### src/rtl/l2_cache_pending_miss_tracker.sv
// Pending-miss tracker for the L2 tag stage.
// Each entry holds one outstanding line fill. Later requests to a pending line
// are flagged as duplicates and counted against that entry. A restarted fill
// releases its entry and reports how many requests merged onto it.
module l2_cache_pending_miss_tracker #(
  parameter int QUEUE_SIZE            = 16,
  parameter int KEY_WIDTH             = 26,
  parameter int MAX_WAITERS           = 7,
  parameter int ALMOST_FULL_THRESHOLD = QUEUE_SIZE - 2
) (
  input  logic                               clk,
  input  logic                               reset,
  input  logic                               flush,
  input  logic                               request_valid,
  input  logic [KEY_WIDTH-1:0]               request_addr,
  input  logic                               enqueue_fill_request,
  input  logic                               l2r_l2_fill,
  output logic                               duplicate_request,
  output logic [$clog2(MAX_WAITERS+1)-1:0]   fill_waiter_count,
  output logic [$clog2(QUEUE_SIZE+1)-1:0]    pending_count,
  output logic                               almost_full,
  output logic                               full,
  output logic                               error_overflow,
  output logic                               error_orphan_fill
);

  localparam int WAITER_WIDTH = $clog2(MAX_WAITERS + 1);
  localparam int CNT_WIDTH    = $clog2(QUEUE_SIZE + 1);
  localparam int IDX_WIDTH    = (QUEUE_SIZE > 1) ? $clog2(QUEUE_SIZE) : 1;

  localparam logic [WAITER_WIDTH-1:0] W_SAT   = WAITER_WIDTH'(MAX_WAITERS);
  localparam logic [CNT_WIDTH-1:0]    C_FULL  = CNT_WIDTH'(QUEUE_SIZE);
  localparam logic [CNT_WIDTH-1:0]    C_AFULL = CNT_WIDTH'(ALMOST_FULL_THRESHOLD);

  logic                    r_valid   [QUEUE_SIZE];
  logic [KEY_WIDTH-1:0]    r_key     [QUEUE_SIZE];
  logic [WAITER_WIDTH-1:0] r_waiters [QUEUE_SIZE];
  logic [CNT_WIDTH-1:0]    r_pending_count;
  logic                    r_err_overflow;
  logic                    r_err_orphan;

  logic [QUEUE_SIZE-1:0]   w_valid;
  logic [QUEUE_SIZE-1:0]   w_match;
  logic                    w_hit;
  logic [IDX_WIDTH-1:0]    w_hit_idx;
  logic [IDX_WIDTH-1:0]    w_free_idx;
  logic                    w_release;
  logic                    w_merge;
  logic                    w_alloc;
  logic                    w_overflow;
  logic                    w_orphan;

  // Per-entry compare against the incoming line index.
  genvar gi;
  generate
    for (gi = 0; gi < QUEUE_SIZE; gi++) begin : g_cmp
      assign w_valid[gi] = r_valid[gi];
      assign w_match[gi] = r_valid[gi] && (r_key[gi] == request_addr);
    end
  endgenerate

  assign w_hit = |w_match;

  // Lowest-index encoders for the matching entry and the first free entry.
  always_comb begin
    w_hit_idx  = '0;
    w_free_idx = '0;
    for (int i = QUEUE_SIZE - 1; i >= 0; i--) begin
      if (w_match[i]) w_hit_idx = IDX_WIDTH'(i);
      if (!w_valid[i]) w_free_idx = IDX_WIDTH'(i);
    end
  end

  // A fill never allocates: on a miss it is an orphan, on a hit it releases.
  assign w_release  = request_valid && w_hit && l2r_l2_fill;
  assign w_merge    = request_valid && w_hit && !l2r_l2_fill;
  assign w_alloc    = request_valid && !w_hit && !l2r_l2_fill && enqueue_fill_request && !full;
  assign w_overflow = request_valid && !w_hit && !l2r_l2_fill && enqueue_fill_request && full;
  assign w_orphan   = request_valid && !w_hit && l2r_l2_fill;

  assign duplicate_request = w_merge;
  assign fill_waiter_count = w_release ? r_waiters[w_hit_idx] : '0;
  assign pending_count     = r_pending_count;
  assign full              = (r_pending_count == C_FULL);
  assign almost_full       = (r_pending_count >= C_AFULL);
  assign error_overflow    = r_err_overflow;
  assign error_orphan_fill = r_err_orphan;

  generate
    for (gi = 0; gi < QUEUE_SIZE; gi++) begin : g_entry
      // Entry state: flush wins, then release / merge / allocate for this slot.
      always_ff @(posedge clk or posedge reset) begin
        if (reset) begin
          r_valid[gi]   <= 1'b0;
          r_key[gi]     <= '0;
          r_waiters[gi] <= '0;
        end else if (flush) begin
          r_valid[gi]   <= 1'b0;
          r_waiters[gi] <= '0;
        end else if (w_release && (w_hit_idx == IDX_WIDTH'(gi))) begin
          r_valid[gi]   <= 1'b0;
          r_waiters[gi] <= '0;
        end else if (w_merge && (w_hit_idx == IDX_WIDTH'(gi))) begin
          if (r_waiters[gi] != W_SAT) r_waiters[gi] <= r_waiters[gi] + 1'b1;
        end else if (w_alloc && (w_free_idx == IDX_WIDTH'(gi))) begin
          r_valid[gi]   <= 1'b1;
          r_key[gi]     <= request_addr;
          r_waiters[gi] <= '0;
        end
      end
    end
  endgenerate

  // Occupancy moves by at most one per cycle since only one request is seen.
  always_ff @(posedge clk or posedge reset) begin
    if (reset)          r_pending_count <= '0;
    else if (flush)     r_pending_count <= '0;
    else if (w_alloc)   r_pending_count <= r_pending_count + 1'b1;
    else if (w_release) r_pending_count <= r_pending_count - 1'b1;
  end

  // Sticky error flags; only reset clears them, flush leaves them alone.
  always_ff @(posedge clk or posedge reset) begin
    if (reset) begin
      r_err_overflow <= 1'b0;
      r_err_orphan   <= 1'b0;
    end else if (!flush) begin
      if (w_overflow) r_err_overflow <= 1'b1;
      if (w_orphan)   r_err_orphan   <= 1'b1;
    end
  end

  // A line may be pending in at most one entry.
  a_single_match: assert property (@(posedge clk) disable iff (reset) $onehot0(w_match));

  // The occupancy counter must track the set valid bits exactly.
  a_count_matches: assert property (@(posedge clk) disable iff (reset)
    r_pending_count == CNT_WIDTH'($countones(w_valid)));

endmodule

### config.mk
export PLATFORM = sky130hd
export DESIGN_NAME = l2_cache_pending_miss_tracker
export DESIGN_NICKNAME = d
export VERILOG_FILES = /design/src/rtl/l2_cache_pending_miss_tracker.sv
export SDC_FILE = /design/constraint.sdc
export NUM_CORES = 2
export LEC_CHECK = 0
export ABC_AREA = 1
export BUFFER_PORTS_ARGS = -buffer_cell sky130_fd_sc_hd__buf_4
export CAP_MARGIN = 20
export CORE_MARGIN = 5
export CORE_UTILIZATION = 34
export CTS_BUF_LIST = sky130_fd_sc_hd__clkbuf_4 sky130_fd_sc_hd__clkbuf_8
export DETAILED_ROUTE_END_ITERATION = 8
export GPL_ROUTABILITY_DRIVEN = 0
export GPL_TIMING_DRIVEN = 0
export PLACE_DENSITY = 0.58
export SYNTH_ARGS = -nofsm -noshare
export SYNTH_HDL_FRONTEND = slang
export SYNTH_SLANG_ARGS = --single-unit
### constraint.sdc
create_clock -name clk -period 15.4 [get_ports clk]
set_input_delay 3.08 -clock clk [delete_from_list [all_inputs] [get_ports clk]]
set_output_delay 3.08 -clock clk [all_outputs]
set_load 0.05 [all_outputs]
==> summary.log <==
INFO  worst_hold_path worstHoldPathType=flip-flop to flip-flop
INFO  floorplanning  core_area=86,300squm
INFO  synthesis      yosys.cell_types.count=63
INFO  sta            setup_viol=0
INFO  synthesis      netlist_instances=4,012
INFO  clocking       cts.path.max_buffers=3
INFO  sta            timing.slew.headroom=11.6%
INFO  synthesis      synthesis.nets=4,080
INFO  global_route   largest_net_degree_at_the_start_of_global_routing=42
INFO  global_route   grt_use_total=29.0%
INFO  sta            worstMarginPinSlew=1.33ns
INFO  critical_path  path_class=input pin to output pin
INFO  finish         layout_net_count=4,212
INFO  placed_design  dpl.hpwl=95,500um
INFO  sta            period_share=69.6%
INFO  synthesis      synth-main-ff-cell=sky130_fd_sc_hd__dfrtp_1
INFO  clocking       cts.reportedPaths.clkPinSlew=0.05ns
INFO  clocking       insertion_delay=0.73ns
INFO  finish         fillerInstances=9,052
INFO  clocking       post_cts_buffers=0
INFO  placed_design  port_buffers=28
INFO  finish         area_growth_syn_to_layout=13.2%
INFO  floorplanning  chip_height=304um
INFO  route          drtAntennaViolNets=0
INFO  synthesis      yosys.area.top_type_share=41.4%
INFO  sta            grt_setup_unrepaired=false
INFO  route          avgRoutedWirePerCell=26.2um
INFO  global_route   via_count_of_the_first_global_routing_pass=28,000
INFO  critical_path  timing.critical_path.from_type=input pin
INFO  clocking       number_of_cts_inserted_buffers=86
INFO  synthesis      synth_area_leader_cell=sky130_fd_sc_hd__dfrtp_1
INFO  global_route   grt_antenna_before_repair=16
INFO  critical_path  setup.worst_path.end_class=output pin
INFO  sta            final_period_minus_worst_setup_slack=10.71ns
INFO  route          dr_total_vias=30,500
INFO  run_status     run_status=completed
INFO  finish         layout.cells.non_filler=5,379
INFO  synthesis      synth_edf_count=0
INFO  worst_hold_path timing.hold.worst_path_depth=2
INFO  clocking       root_buffer=sky130_fd_sc_hd__clkbuf_8
INFO  run            maxCapViolations=0
INFO  global_route   grt_remaining_overflow=0
INFO  clocking       clock_sink_count=487
INFO  synthesis      async_flop_share=100%
INFO  route          drt-pass1-iter-count=8
INFO  synthesis      synth_area_leaders=sky130_fd_sc_hd__dfrtp_1, sky130_fd_sc_hd__nand2_1, sky130_fd_sc_hd__o21ai_1
INFO  synthesis      ys.warnings.count=0
INFO  sta            worst_clock_skew=0.0700ns
INFO  synthesis      synth.ff_latch_count=487
INFO  sta            final-max-slew-violation-count=0
INFO  sta            hold_violations=0
INFO  floorplanning  row_count=108
INFO  synthesis      post-synth-top-count-cell=sky130_fd_sc_hd__nand2_1
INFO  power          ir_drop=0.0000580V
INFO  power          power_density=97.2nW/um^2
INFO  power          power.leakage=0.0157uW
INFO  critical_path  worstPathMaxFanout=10
INFO  route          routed_wirelength=141,000um
INFO  floorplanning  io-pin-count=45
INFO  synthesis      ys_seq_area_share=41.4%
INFO  floorplanning  initial_utilization=34.1%
INFO  clocking       clock_tree.htree_level_count=3
INFO  global_route   wire_length_of_the_first_global_routing_pass=197,000um
INFO  floorplanning  dieArea=92,600squm
INFO  finish         drive_above_1_share=15.1%
INFO  synthesis      post_synth.cell_area_avg=7.34squm
INFO  sta            setup_tns=0ns
INFO  critical_path  worst-r2r-cell-count=26
INFO  route          remaining_drc_errors=0
INFO  placed_design  dp.cells=5,211
INFO  synthesis      netlist_area=29,500squm
INFO  critical_path  crit_arrival=7.63ns
INFO  clocking       clock_tree_from_tritoncts=built
INFO  sta            fmax=0.0933GHz
INFO  critical_path  worst-endpoint-required=12.32ns
INFO  floorplanning  dieWidth=304um
INFO  synthesis      synth.top_cells.by_count=sky130_fd_sc_hd__nand2_1, sky130_fd_sc_hd__dfrtp_1, sky130_fd_sc_hd__o21ai_1
INFO  route          detail_route.vias_per_cell=5.67
INFO  power          finalPower=3240uW
INFO  clocking       postCtsHoldBufs=0
INFO  route          drtIter0Drc=5,102
INFO  clocking       post_cts_resized=0
==> cell families (layout without fill, tap and decap cells) <==
kind of cell             count (synthesis)  after routing  share of synthesized area (%)
AO/OA/AOI/OAI                          563            563                           10.4
XOR/XNOR                               119            119                           3.54
adder cells (fa/ha/maj)                 36             36                           1.55
buffers and inverters                  539            737                           8.56
flip-flops                             487            487                           41.4
multiplexers                             1              1                         0.0340
other                                    0             14                              0
AND/OR/NAND/NOR                       2267           2267                           34.5
==> worst max-delay path, cell delays in order <==
cell and delay (ns):
sky130_fd_sc_hd__buf_4 0.18, sky130_fd_sc_hd__inv_2 0.41, sky130_fd_sc_hd__buf_2 0.54, sky130_fd_sc_hd__buf_2 0.51, sky130_fd_sc_hd__o21ai_0 0.13, sky130_fd_sc_hd__a2111oi_0 0.37, sky130_fd_sc_hd__nand4_1 0.56, sky130_fd_sc_hd__and2_1 0.36
sky130_fd_sc_hd__nand2_1 0.17, sky130_fd_sc_hd__a21boi_1 0.38, sky130_fd_sc_hd__buf_2 0.29, sky130_fd_sc_hd__nand2_1 0.08, sky130_fd_sc_hd__nand3_1 0.08, sky130_fd_sc_hd__nand2_1 0.06, sky130_fd_sc_hd__nand3_1 0.13, sky130_fd_sc_hd__nor2_1 0.07
sky130_fd_sc_hd__buf_4 0.19
==> metal layers <==
layer	track usage, %	wire length (um)	up-vias
li1	-	-	13400
met1	37.3	52300	14300
met2	41.5	56300	2217
met3	8.23	18700	624
met4	21.1	13300	4
met5	0	20	-
==> report_power, final <==
part           switching [uW]  internal [uW]  total (uW)  leakage [uW]
logic                     385            147         531       0.00794
clock network             596            748        1340       0.00101
registers                40.4           1330        1370       0.00674
total                    1020           2220        3240        0.0157
==> worst paths after layout <==
kind | startpoint | to | slack, ns
worst min-delay path | r_key[231] | r_key[231] | 0.48
max in group asynchronous | reset | r_key[38] | 10.94
min in group asynchronous | reset | r_key[113] | 2.47
worst max-delay path | request_addr[9] | fill_waiter_count[2] | 4.69
worst max register to register | r_valid[1] | r_key[104] | 11.17
worst min register to register | r_key[231] | r_key[231] | 0.48
==> metrics by stage <==
stage / utilization [%] / hold WS, ns / instance area [sq um] / setup WS (ns)
2_1_floorplan: - / 0.453 / 29500 / 5.72
3_3_place_gp: 36.0 / 0.459 / 31100 / 2.43
3_5_place_dp: 36.4 / 0.473 / 31400 / 4.93
4_1_cts: 38.6 / 0.485 / 33300 / 4.92
5_1_grt: 38.6 / 0.498 / 33300 / 4.58
6_report: 38.6 / 0.484 / 33300 / 4.69
==> placed cells by master (no fill, tap or decap), types with 38 or more instances in the layout <==
master | Yosys | final
sky130_fd_sc_hd__or2_2 | 107 | 107
sky130_fd_sc_hd__dfrtp_1 | 487 | 487
sky130_fd_sc_hd__o21ai_0 | 147 | 147
sky130_fd_sc_hd__buf_4 | 35 | 63
sky130_fd_sc_hd__nor3_1 | 59 | 59
sky130_fd_sc_hd__or2_1 | 38 | 38
sky130_fd_sc_hd__o21ai_1 | 312 | 312
sky130_fd_sc_hd__nand4_1 | 187 | 187
sky130_fd_sc_hd__xor2_1 | 52 | 52
sky130_fd_sc_hd__xnor2_1 | 67 | 67
sky130_fd_sc_hd__clkbuf_8 | 0 | 115
sky130_fd_sc_hd__nand2_1 | 1405 | 1405
sky130_fd_sc_hd__nor2_1 | 196 | 196
sky130_fd_sc_hd__inv_1 | 294 | 293
sky130_fd_sc_hd__nor4_1 | 52 | 52
sky130_fd_sc_hd__nand3_1 | 119 | 119
sky130_fd_sc_hd__buf_2 | 135 | 135
==> registers in the layout, indices dropped and copies added, names as in the netlist <==
name,cells
r_key,416
r_waiters,48
r_valid,16
pending_count,5
error_orphan_fill,1
error_overflow,1
==> cell type report <==
class	instances	area, sq um	area share, %
Antenna cell	14	35.0	0.105
Multi-Input combinational cell	2986	14800	44.3
Clock buffer	143	1790	5.38
Clock inverter	11	90.1	0.270
Inverter	333	1260	3.77
Buffer	206	1270	3.80
Sequential cell	487	12200	36.5
Timing Repair Buffer	44	515	1.55
Tap cell	1155	1450	4.33
Note: power is estimated with default switching activity, not from simulation.
